`config.mk`:
```
export PLATFORM = sky130hd
export DESIGN_NAME = zbuf_sat_counter
export DESIGN_NICKNAME = d
export VERILOG_FILES = /design/src/rtl/zbuf_sat_counter.sv
export SDC_FILE = /design/constraint.sdc
export NUM_CORES = 1
export LEC_CHECK = 0
export CORE_MARGIN = 2
export CORE_UTILIZATION = 40
export CTS_BUF_LIST = sky130_fd_sc_hd__clkbuf_4 sky130_fd_sc_hd__clkbuf_8 sky130_fd_sc_hd__clkbuf_16
export DETAILED_ROUTE_END_ITERATION = 16
export GPL_ROUTABILITY_DRIVEN = 0
export PLACE_DENSITY_LB_ADDON = 0.05
export SYNTH_ARGS = -nofsm -noshare
export SYNTH_HDL_FRONTEND = slang
export SYNTH_SLANG_ARGS = --single-unit
```
`constraint.sdc`:
```
create_clock -name clk -period 1.7 [get_ports clk]
set_input_delay 0.34 -clock clk [delete_from_list [all_inputs] [get_ports clk]]
set_output_delay 0.34 -clock clk [all_outputs]
set_load 0.03 [all_outputs]
```
`src/rtl/zbuf_sat_counter.sv`:
```
// Statistics counter that increments on inc_i and sticks at all ones.
module zbuf_sat_counter #(
  parameter int CNT_W = 16
) (
  input  logic             clk,
  input  logic             reset,
  input  logic             inc_i,
  output logic [CNT_W-1:0] count_o
);

  logic [CNT_W-1:0] count_q, count_d;

  always_comb begin
    count_d = count_q;
    if (inc_i && (count_q != '1)) count_d = count_q + CNT_W'(1);
  end

  // NOTE: clocked state uses <= so every register samples pre-edge values.
  always_ff @(posedge clk or posedge reset) begin
    if (reset) count_q <= '0;
    else       count_q <= count_d;
  end

  assign count_o = count_q;

endmodule

```
# Yosys cells after proc, flatten, opt, wreduce, memory -nomap -nowiden
# Index checks and enable logic that the tools add are counted.
# classes
addsub,1
n_reduce_logical,1
eq_ne,1
# ops
operator,n
"adder 16 x 1 -> 16 bit, second input constant",1
"!= test 16 bit, second input constant",1
logical AND 1 bit,1
# word_totals
output_inout_bits,16
ff_bits,16

# Logic depth before layout (Yosys ltp)
# logic_depth
word_depth,2
ltp_mapped,5

# Worst setup path before layout
# No wires, ideal clock.
# synth_timing
path_type,register to register
start,reg count_q[0] (netlist: count_o[0])
end,reg count_q[1] (netlist: count_o[1])
arrival_ns,1.594
setup_time_ns,0.125
path_slack_ns,-0.019
required_time_ns,1.575
path_buffers,0
path_stages_with_launch,6
period_less_slack_ns,1.719
path_cell_list,dfrtp_1 -> ha_1 -> and3_1 -> nand4_4 -> nand2_2 -> mux2_2
# synth_between
elab_chain_cells,2
word_cells_on_any_way,3
cone_classes,add/sub: 1; eq/ne: 1; reduce/logical: 1
# synth_rtl
element,line_no,rtl
start: declaration,11,"logic [CNT_W-1:0] count_q, count_d;"
start signal: assignment,21,else count_q <= count_d;
"parallel branches: the longest is 2 deep, another holds adder 16 x 1 -> 16 bit",--,
# Parallel ways; which one is timed is not known.
# A chain may end at the register's enable or synchronous reset.

# Worst setup path in the final report
# layout_timing
start,reg count_q[0] (netlist: count_o[0])
end,reg count_q[6] (netlist: count_o[6])
# The elaborated chain is that of the path after synthesis.

==> impl_metrics.tcl <==
set metrics [dict create \
    numCtsBuffers 3 \
    drtIter0Drc 7 \
    root_buffer "clkbuf_4" \
    synth_top_area_share_pct 49.7 \
    hold_class "input pin to asynchronous set/reset pin" \
    dieHeight_um 48.9 \
    largest_reg_flops 16 \
    ys_top_cells_by_count "dfrtp_1 (16), xnor2_1 (11), nand3_1 (7)" \
    post-route-min-period_ns 1.55 \
    yosys.area.top_type "dfrtp_1" \
    port_buffers 18 \
    synth_cell_type_count 22 \
    antenna_found_initial 0 \
    placedCellCount 120 \
    cts_tree "done" \
    grt_usage_pct 14.1 \
    post-cts-setup-buffer-count 0 \
    reg2reg_to "count_o[6]$_DFFE_PP0P_" \
    hold_buffers 0 \
    final-instance-count-excl-fill 124 \
    critical_path_arrival_ns 1.72 \
    ys_ff_latch 16 \
    antennaDiodeCount 0 \
    std_cell_rows 16 \
    drive_gt1_share_pct 18.6 \
    fill_cells 197 \
    clk_latency_ns 0.28 \
    yosysWarningCount 0 \
    drv_cap 0 \
    cts.sinks 16 \
    finalHoldViolations 0 \
    cts_max_level 1 \
    wire_per_inst_um 11.8 \
    min_period_over_period_pct 91.1 \
    dp_hpwl_mm 1.16 \
    fin_skew_ns 0.00387 \
    setup_viol 0 \
    async_reset_ff_share_pct 100 \
    crit_required_ns 1.87 \
    io_pins 19 \
    rr_worst_depth 6 \
    grt_max_degree 10 \
    antenna_left 0 \
    critPathKind "register to register" \
    start_util_pct 41.9 \
    r2r_slack_ns 0.15 \
    drv_slew 0 \
    crit_path_end_kind "register" \
    r2r_start "count_o[0]$_DFFE_PP0P_" \
    setup_tns_ns 0 \
    drc 0 \
    maxSlewHeadroom_pct 79.6 \
    leakage_nw 0.535 \
    ys_seq_area_share_pct 49.7 \
    grt_pass1_wl_mm 2.64 \
    die_x_um 48.9 \
    netlist_top_cells_area "dfrtp_1 (50%), xnor2_1 (12%), nand3_1 (4.3%)" \
    p_per_area_nw_per_um2 1230 \
    startpoint "count_o[0]$_DFFE_PP0P_" \
    max_freq_mhz 646 \
    area_delta_synth_final_pct 32.6 \
    setup.worst_path.end "count_o[6]$_DFFE_PP0P_" \
    worst_pin_slew_ns 0.306 \
    syn_inst 71 \
    die_area_um2 2390 \
    max-vdd-ir-drop_mv 0.880 \
    fin_nets 102 \
    core-area_um2 1920 \
    synth_nets 75 \
    overflow 0 \
    grt_pass1_vias 606 \
    vias 634 \
    synth_ff_type "dfrtp_1" \
    crit_fanout 6 \
    rsz0062_at_grt "false" \
    yosysMostFrequentCell "dfrtp_1" \
    critPathLaunchType "register" \
    wl_mm 1.46 \
    viasPerCell 5.11 \
    run_status "complete, no violations" \
    drt_first_pass_iters 4 \
    cts_buffer_depth 2 \
    cts_resized 16 \
    clkTransAtPathRegs_ns 0.09 \
    avgSynthCellArea_um2 11.3 \
    netlist_area_um2 806 \
    synth_edf_count 0 \
]
## layer usage
| layer | global-route usage, % | share of wire [%] | vias to the layer above |
|---|---|---|---|
| met4 | 4.29 | 0 | 0 |
| met5 | 0 | 0 | - |
| met1 | 18.9 | 49 | 315 |
| met3 | 3.07 | 2.4 | 0 |
| met2 | 22.8 | 48 | 10 |
| li1 | - | - | 309 |
## report_power, final
part | total, mW | switching (mW) | leakage [nW] | internal [mW]
Combinational | 0.476 | 0.290 | 0.305 | 0.186
Sequential | 0.590 | 0.121 | 0.209 | 0.469
Clock | 0.245 | 0.115 | 0.0210 | 0.130
## cell type report
cell class	count	area, um2	area share [%]
multi-input combinational	54	402	37.6
timing repair buffer	22	190	17.8
tap	27	33.8	3.16
sequential	16	403	37.7
inverter	1	3.75	0.351
clock buffer	4	36.3	3.40
## through the flow
step	setup slack, ns	power (mW)	hold WS [ns]	util (%)	cell area (um2)
3_3_place_gp	-0.119	1.14	0.504	54.8	1050
3_5_place_dp	-0.150	1.14	0.501	54.8	1050
5_1_grt	0.0507	1.40	0.326	55.6	1070
2_1_floorplan	0.0871	0.913	0.254	-	808
6_report	0.152	1.31	0.296	55.6	1070
4_1_cts	0.147	1.33	0.304	55.6	1070
## critical path, stage by stage, from the launching register on
cell	delay (ns)
dfrtp_2	0.45
ha_1	0.24
and3_1	0.23
nand4_4	0.12
buf_4	0.15
nand4_1	0.12
xnor2_1	0.14
## cell families (layout without fill, tap and decap cells)
family / count (synthesis) / in the layout / synth area share, %
xor+xnor: 11 / 11 / 12.0
simple gates: 36 / 36 / 30.1
mux: 3 / 3 / 4.04
compound gates: 3 / 3 / 2.17
buf+inv: 1 / 27 / 0.465
flops: 16 / 16 / 49.7
fa+ha+maj: 1 / 1 / 1.55
## placed cells by master (no fill, tap or decap), types with 2 or more instances in the layout
master           netlist  final
a21oi_1                2      2
and3_1                 4      4
and4_1                 3      3
buf_4                  0      4
clkbuf_4               0      3
clkdlybuf4s50_1        0      2
dfrtp_1               16     14
dfrtp_2                0      2
dlygate4sd2_1          0     16
mux2_2                 2      2
nand2_1                6      6
nand3_1                7      7
nand4_1                5      5
nor2_1                 3      3
xnor2_1               11     11
## worst min path at each step
stage                                 from                 endpoint
finish                               reset   count_o[1]$_DFFE_PP0P_
global route                         reset   count_o[0]$_DFFE_PP0P_
CTS                                  reset   count_o[0]$_DFFE_PP0P_
detailed placement  count_o[0]$_DFFE_PP0P_   count_o[0]$_DFFE_PP0P_
global placement    count_o[0]$_DFFE_PP0P_   count_o[0]$_DFFE_PP0P_
floorplan                            reset  count_o[10]$_DFFE_PP0P_
Note: power is estimated with default switching activity, not from simulation.
